--- src/rtl/controlador_conversion_pkg.sv ---
// +------------------------------------------------------------------+
// | paquete_conversion: shared types/constants for the BCD converter  |
// | Rev 1.0                                                          |
// +------------------------------------------------------------------+
`default_nettype none

package paquete_conversion;

  localparam int ANCHO_BIN_DEF = 8;
  localparam int DIGITOS_DEF   = 3;

  typedef enum logic [1:0] {
    INACTIVO  = 2'd0,
    CONVIERTE = 2'd1,
    FIN       = 2'd2
  } estado_t;

  // Smallest digit count whose decimal range covers 2^ancho - 1.
  function automatic int digitos_minimos(input int ancho);
    longint maximo;
    longint limite;
    int     d;
    maximo = (longint'(1) << ancho) - 1;
    limite = 10;
    d      = 1;
    while (limite <= maximo) begin
      limite = limite * 10;
      d      = d + 1;
    end
    return d;
  endfunction

endpackage

`default_nettype wire

--- src/rtl/controlador_conversion_motor.sv ---
// +------------------------------------------------------------------+
// | motor_doble_dabble: one-bit-per-cycle binary to BCD engine       |
// | Rev 1.0                                                          |
// +------------------------------------------------------------------+
`default_nettype none

module motor_doble_dabble #(
  parameter int ANCHO_BIN = 8,
  parameter int DIGITOS   = 3
) (
  input  logic                   reloj,
  input  logic                   reinicio,
  input  logic                   cargar,
  input  logic                   paso,
  input  logic [ANCHO_BIN-1:0]   valor,
  output logic                   hecho,
  output logic [4*DIGITOS-1:0]   bcd_siguiente
);

  localparam int ANCHO_CONT = $clog2(ANCHO_BIN) + 1;

  logic [4*DIGITOS-1:0] scratch;
  logic [4*DIGITOS-1:0] ajustado;
  logic [ANCHO_BIN-1:0] binario;
  logic [ANCHO_CONT-1:0] contador;

  for (genvar d = 0; d < DIGITOS; d++) begin : g_ajuste
    assign ajustado[4*d +: 4] = (scratch[4*d +: 4] > 4'd4) ? scratch[4*d +: 4] + 4'd3
                                                           : scratch[4*d +: 4];
  end

  // Result of the step about to happen; the top captures it on the final step.
  assign bcd_siguiente = {ajustado[4*DIGITOS-2:0], binario[ANCHO_BIN-1]};
  assign hecho         = (contador == ANCHO_CONT'(ANCHO_BIN - 1));

  always_ff @(posedge reloj or posedge reinicio) begin
    if (reinicio) begin
      scratch  <= '0;
      binario  <= '0;
      contador <= '0;
    end else if (cargar) begin
      scratch  <= '0;
      binario  <= valor;
      contador <= '0;
    end else if (paso) begin
      scratch  <= bcd_siguiente;
      binario  <= binario << 1;
      contador <= contador + ANCHO_CONT'(1);
    end
  end

endmodule

`default_nettype wire

--- src/rtl/controlador_conversion.sv ---
// +------------------------------------------------------------------+
// | controlador_conversion: round-robin arbiter sharing one BCD engine|
// | Optional macro CONVERSION_SIGNO_EN: two's complement inputs. Rev 1.0|
// +------------------------------------------------------------------+
`default_nettype none

module controlador_conversion
  import paquete_conversion::*;
#(
  parameter int ANCHO_BIN        = ANCHO_BIN_DEF,
  parameter int DIGITOS          = DIGITOS_DEF,
  parameter int NUM_SOLICITANTES = 2
) (
  input  logic                                  reloj,
  input  logic                                  reinicio,
  input  logic [NUM_SOLICITANTES-1:0]           solicitud,
  input  logic [NUM_SOLICITANTES*ANCHO_BIN-1:0] datoEntrada,
  output logic [NUM_SOLICITANTES-1:0]           concedido,
  output logic [4*DIGITOS-1:0]                  bcd,
  output logic [2:0]                            idResultado,
  output logic                                  banderaConvertida,
  output logic                                  signo
);

  estado_t              estado;
  logic [2:0]           ultimo;
  logic [2:0]           duenio;
  logic [2:0]           ganador;
  logic                 hay_solicitud;
  logic [3:0]           suma;
  logic [7:0]           sol_ext;
  logic [ANCHO_BIN-1:0] datos [8];
  logic [ANCHO_BIN-1:0] dato_sel;
  logic [ANCHO_BIN-1:0] magnitud;
  logic                 signo_entrada;
  logic                 signo_lat;
  logic                 cargar;
  logic                 hecho;
  logic [4*DIGITOS-1:0] bcd_sig;

  // Unused slots of the 8-entry view read as zero so the arbiter can use a fixed 3-bit index.
  assign sol_ext = 8'(solicitud);
  for (genvar k = 0; k < 8; k++) begin : g_desempaque
    if (k < NUM_SOLICITANTES) begin : g_activo
      assign datos[k] = datoEntrada[k*ANCHO_BIN +: ANCHO_BIN];
    end else begin : g_vacio
      assign datos[k] = '0;
    end
  end

  always_comb begin
    hay_solicitud = 1'b0;
    ganador       = '0;
    suma          = '0;
    for (int i = 1; i <= NUM_SOLICITANTES; i++) begin
      suma = {1'b0, ultimo} + 4'(i);
      if (suma >= 4'(NUM_SOLICITANTES)) suma = suma - 4'(NUM_SOLICITANTES);
      if (!hay_solicitud && sol_ext[suma[2:0]]) begin
        hay_solicitud = 1'b1;
        ganador       = suma[2:0];
      end
    end
  end

  assign dato_sel = datos[ganador];

`ifdef CONVERSION_SIGNO_EN
  assign signo_entrada = dato_sel[ANCHO_BIN-1];
  // Negating the most negative value wraps to itself, which is the correct unsigned magnitude.
  assign magnitud      = signo_entrada ? (~dato_sel + ANCHO_BIN'(1)) : dato_sel;
`else
  assign signo_entrada = 1'b0;
  assign magnitud      = dato_sel;
`endif

  assign cargar = (estado == INACTIVO) && hay_solicitud;

  motor_doble_dabble #(
    .ANCHO_BIN (ANCHO_BIN),
    .DIGITOS   (DIGITOS)
  ) u_motor (
    .reloj         (reloj),
    .reinicio      (reinicio),
    .cargar        (cargar),
    .paso          (estado == CONVIERTE),
    .valor         (magnitud),
    .hecho         (hecho),
    .bcd_siguiente (bcd_sig)
  );

  always_ff @(posedge reloj or posedge reinicio) begin
    if (reinicio) begin
      estado            <= INACTIVO;
      concedido         <= '0;
      bcd               <= '0;
      idResultado       <= '0;
      banderaConvertida <= 1'b0;
      signo             <= 1'b0;
      ultimo            <= 3'(NUM_SOLICITANTES - 1);
      duenio            <= '0;
      signo_lat         <= 1'b0;
    end else begin
      concedido         <= '0;
      banderaConvertida <= 1'b0;
      case (estado)
        INACTIVO: begin
          if (hay_solicitud) begin
            concedido <= NUM_SOLICITANTES'(1) << ganador;
            ultimo    <= ganador;
            duenio    <= ganador;
            signo_lat <= signo_entrada;
            estado    <= CONVIERTE;
          end
        end
        CONVIERTE: begin
          if (hecho) begin
            bcd               <= bcd_sig;
            idResultado       <= duenio;
            signo             <= signo_lat;
            banderaConvertida <= 1'b1;
            estado            <= FIN;
          end
        end
        FIN:     estado <= INACTIVO;
        default: estado <= INACTIVO;
      endcase
    end
  end

endmodule

`default_nettype wire

--- config.mk ---
export PLATFORM = sky130hd
export DESIGN_NAME = controlador_conversion
export DESIGN_NICKNAME = d
export VERILOG_FILES = /design/src/rtl/controlador_conversion_pkg.sv /design/src/rtl/controlador_conversion_motor.sv /design/src/rtl/controlador_conversion.sv
export SDC_FILE = /design/constraint.sdc
export NUM_CORES = 1
export LEC_CHECK = 0
export CAP_MARGIN = 20
export CORE_MARGIN = 5
export CORE_UTILIZATION = 40
export CTS_CLUSTER_SIZE = 14
export DETAILED_ROUTE_END_ITERATION = 12
export DONT_BUFFER_PORTS = 1
export PLACE_DENSITY_LB_ADDON = 0.08
export SLEW_MARGIN = 25
export SYNTH_ARGS = -nofsm -noshare
export SYNTH_HDL_FRONTEND = slang
export SYNTH_SLANG_ARGS = --single-unit
--- constraint.sdc ---
create_clock -name reloj -period 2.79 [get_ports reloj]
set_clock_uncertainty 0.05 [all_clocks]
set_input_delay 0.4185 -clock reloj [delete_from_list [all_inputs] [get_ports reloj]]
set_output_delay 0.4185 -clock reloj [all_outputs]
set_load 0.03 [all_outputs]
==> out/metrics.yaml <==
grt:
  antenna_found_initial: 0
  gr-usage-met1_pct: 19.6
  grt_pass1_wl_um: 8540
  globalRouteTotalUtil_pct: 14.4
  grt_max_degree: 33
  grt_util_met2_pct: 21.7
  globalRoute.totalOverflow: 0
  grt.busiest_layer: "met2"
  grt_use_met3_pct: 4.23
  grt_pass1_vias: 1717
route:
  drc: 0
  route.detailed.wl_per_inst_um: 15.8
  drt-pass1-iter-count: 4
  drt_iter0_drc: 82
  vias_per_cell: 5.40
  ant_nets: 0
  vias: 1705
  drt-total-wl_um: 4990
timing:
  fin_crit_ns: 2.38
  slew_violations: 0
  rsz0062_at_grt: "no"
  period_share_pct: 85.3
  fin_ws_ns: 0.409
  tightestPinTransition_ns: 0.658
  setup_tns_ns: 0
  fmax_mhz: 420
  hold_viol_final: 0
  slew_headroom_pct: 56.0
  setup_viol: 0
cells_and_area:
  drive_above_1_share_pct: 12.9
  fin_util_pct: 44.3
  area_growth_pct: 8.20
  fin_nets: 270
  final_cells: 316
  num_antenna_cells: 0
  fillers: 563
logic_synthesis:
  ys_seq_elements: 48
  synth.distinct_cells: 45
  yosysWarnings: 0
  synth_edf_count: 0
  syn-cell-area_um2: 2430
  ys_seq_area_share_pct: 49.6
  syn_nets: 266
  syn_inst: 236
  syn_area_per_cell_um2: 10.3
  async_reset_ff_share_pct: 100
  synth_flop_cell: "dfrtp_1"
  synth_area_leaders: "dfrtp_1, ha_1, a21oi_1"
  synth.largest_area_cell: "dfrtp_1"
  yosysTopAreaCellShare_pct: 48.5
floorplan:
  die_h_um: 87.9
  start_util_pct: 41.0
  core_um2: 5920
  io_pins: 39
  die_area_um2: 7720
  chipWidth_um: 87.9
  num_rows: 28
clocking:
  htree_levels: 2
  cts.reportedPaths.clkPinSlew_ns: 0.08
  post-cts-setup-buffers: 0
  cts_buffers: 5
  clkSinkCount: 48
  worstSkewPairLatency_ns: 0.30
  ctsResizeCount: 0
  cts_root_buffer: "clkbuf_8"
  ctsHoldBuffers: 0
  clk_path_buf_depth: 2
  tritoncts: "yes"
power:
  leakagePower_uw: 0.00125
  pwr-share-clk_pct: 36.8
  intPower_uw: 904
  power_frac_seq_pct: 60.9
  combPwrFrac_pct: 2.3
  peakVddDrop_mv: 0.173
  fin_total_pwr_uw: 1140
  p_switching_uw: 238
  swShare_pct: 20.8
  powerDensity_nw_per_um2: 435
placed_design:
  post-dp-hpwl_um: 3570
  portBuffers: 0
  dp_cells: 308
  pre_cts_slack_ns: 0.394
  place_congestion: 0.800
critical_path:
  worstPathRequired_ns: 2.92
  arrival_ns: 2.51
  cp-start-kind: "flop"
  critPathKind: "reg -> reg"
  rrSetupSlack_ns: 0.41
  reg2reg_to: "duenio[0]"
  rr_worst_depth: 7
  worstSetupEndpointType: "flop"
  path_max_fanout: 10
  r2r_start: "ultimo[0]"
status:
  status: "completed"
run:
  drv_cap: 0
min_path:
  min_path_type: "in -> async"
[cells in the final DEF, fill, tap and decap left out, types with 3 or more instances in the layout]
master    synthesis  layout
ha_1             10      10
o22ai_1           3       3
nand4_1           4       4
dfrtp_1          47      47
xnor2_1           5       5
o31a_1            4       4
nand3_1           8       8
clkbuf_8          0       6
mux2_2            9       9
nand2_1          15      15
a22o_1            3       3
a41oi_1           3       3
a21oi_1          22      22
inv_1            23      22
a31oi_1           7       7
mux2i_1           5       5
o21ai_1           4       4
buf_4             1      10
nor2_1           13      13
a21o_1            3       3
o21ai_0           5       5
[power by group through the flow]
stage | sequential [uW] | clock [uW] | combinational [uW]
2_1_floorplan | 709 | 0 | 20.4
3_3_place_gp | 709 | 0 | 27.9
3_5_place_dp | 709 | 0 | 28.0
4_1_cts | 695 | 439 | 28.0
5_1_grt | 695 | 465 | 31.5
6_report | 695 | 421 | 26.1
[cell type report]
| class | count | area (um2) | area share, % |
|---|---|---|---|
| Multi-Input combinational cell | 152 | 1080 | 41.0 |
| Inverter | 23 | 86.3 | 3.29 |
| Tap cell | 75 | 93.8 | 3.57 |
| Clock buffer | 8 | 90.1 | 3.43 |
| Timing Repair Buffer | 10 | 75.1 | 2.86 |
| Sequential cell | 48 | 1200 | 45.8 |
[sequential cells by signal, indices dropped and copies added (netlist names)]
signal,flops
bcd,12
u_motor.scratch,12
u_motor.binario,8
u_motor.contador,4
idResultado,3
ultimo,3
concedido,2
estado,2
banderaConvertida,1
duenio,1
[synthesized netlist by cell type, types with 3 or more instances]
cell type,count
dfrtp_1,47
inv_1,23
a21oi_1,22
nand2_1,15
nor2_1,13
ha_1,10
mux2_2,9
nand3_1,8
a31oi_1,7
buf_2,6
mux2i_1,5
o21ai_0,5
xnor2_1,5
clkbuf_1,4
nand4_1,4
o21ai_1,4
o31a_1,4
a21o_1,3
a22o_1,3
a41oi_1,3
o22ai_1,3
[per-stage QoR]
stage | cell area (um2) | hold slack (ns)
detailed placement | 2530 | 0.400
CTS | 2630 | 0.0702
floorplan | 2430 | 0.406
global route | 2630 | 0.106
finish | 2630 | 0.0424
global placement | 2530 | 0.399
[routing by layer]
| metal | wire, um | vias up |
|---|---|---|
| li1 | - | 841 |
| met1 | 2450 | 816 |
| met2 | 2150 | 40 |
| met3 | 307 | 8 |
| met4 | 78 | 0 |
| met5 | 0 | - |
[critical path: stages, from the launching register on]
cell and delay, ns:
dfstp_2 0.61, inv_1 0.09, ha_1 0.18, nor3b_1 0.23, xnor2_1 0.15, o21ai_4 0.28
nand3_1 0.29, mux2_1 0.38
[worst max-delay path by stage]
stage,end,slack (ns),from
final,duenio[0],0.41,ultimo[0]
after global routing,u_motor.contador[1],0.12,ultimo[0]
after CTS,duenio[0],0.38,ultimo[0]
after detailed placement,u_motor.scratch[10],0.39,ultimo[0]
after global placement,u_motor.binario[7],0.44,ultimo[0]
after floorplan,u_motor.binario[7],0.48,ultimo[0]
[kinds of logic after synthesis]
family,after synthesis,share of synthesized area (%)
adder cells (fa/ha/maj),10,5.16
AO/OA/AOI/OAI,65,18.0
other,1,0.155
flip-flops,48,49.6
multiplexers,16,7.17
XOR/XNOR,6,2.48
AND/OR/NAND/NOR,54,11.4
buffers and inverters,36,6.03
No activity file was read; power rests on OpenSTA's default activity.
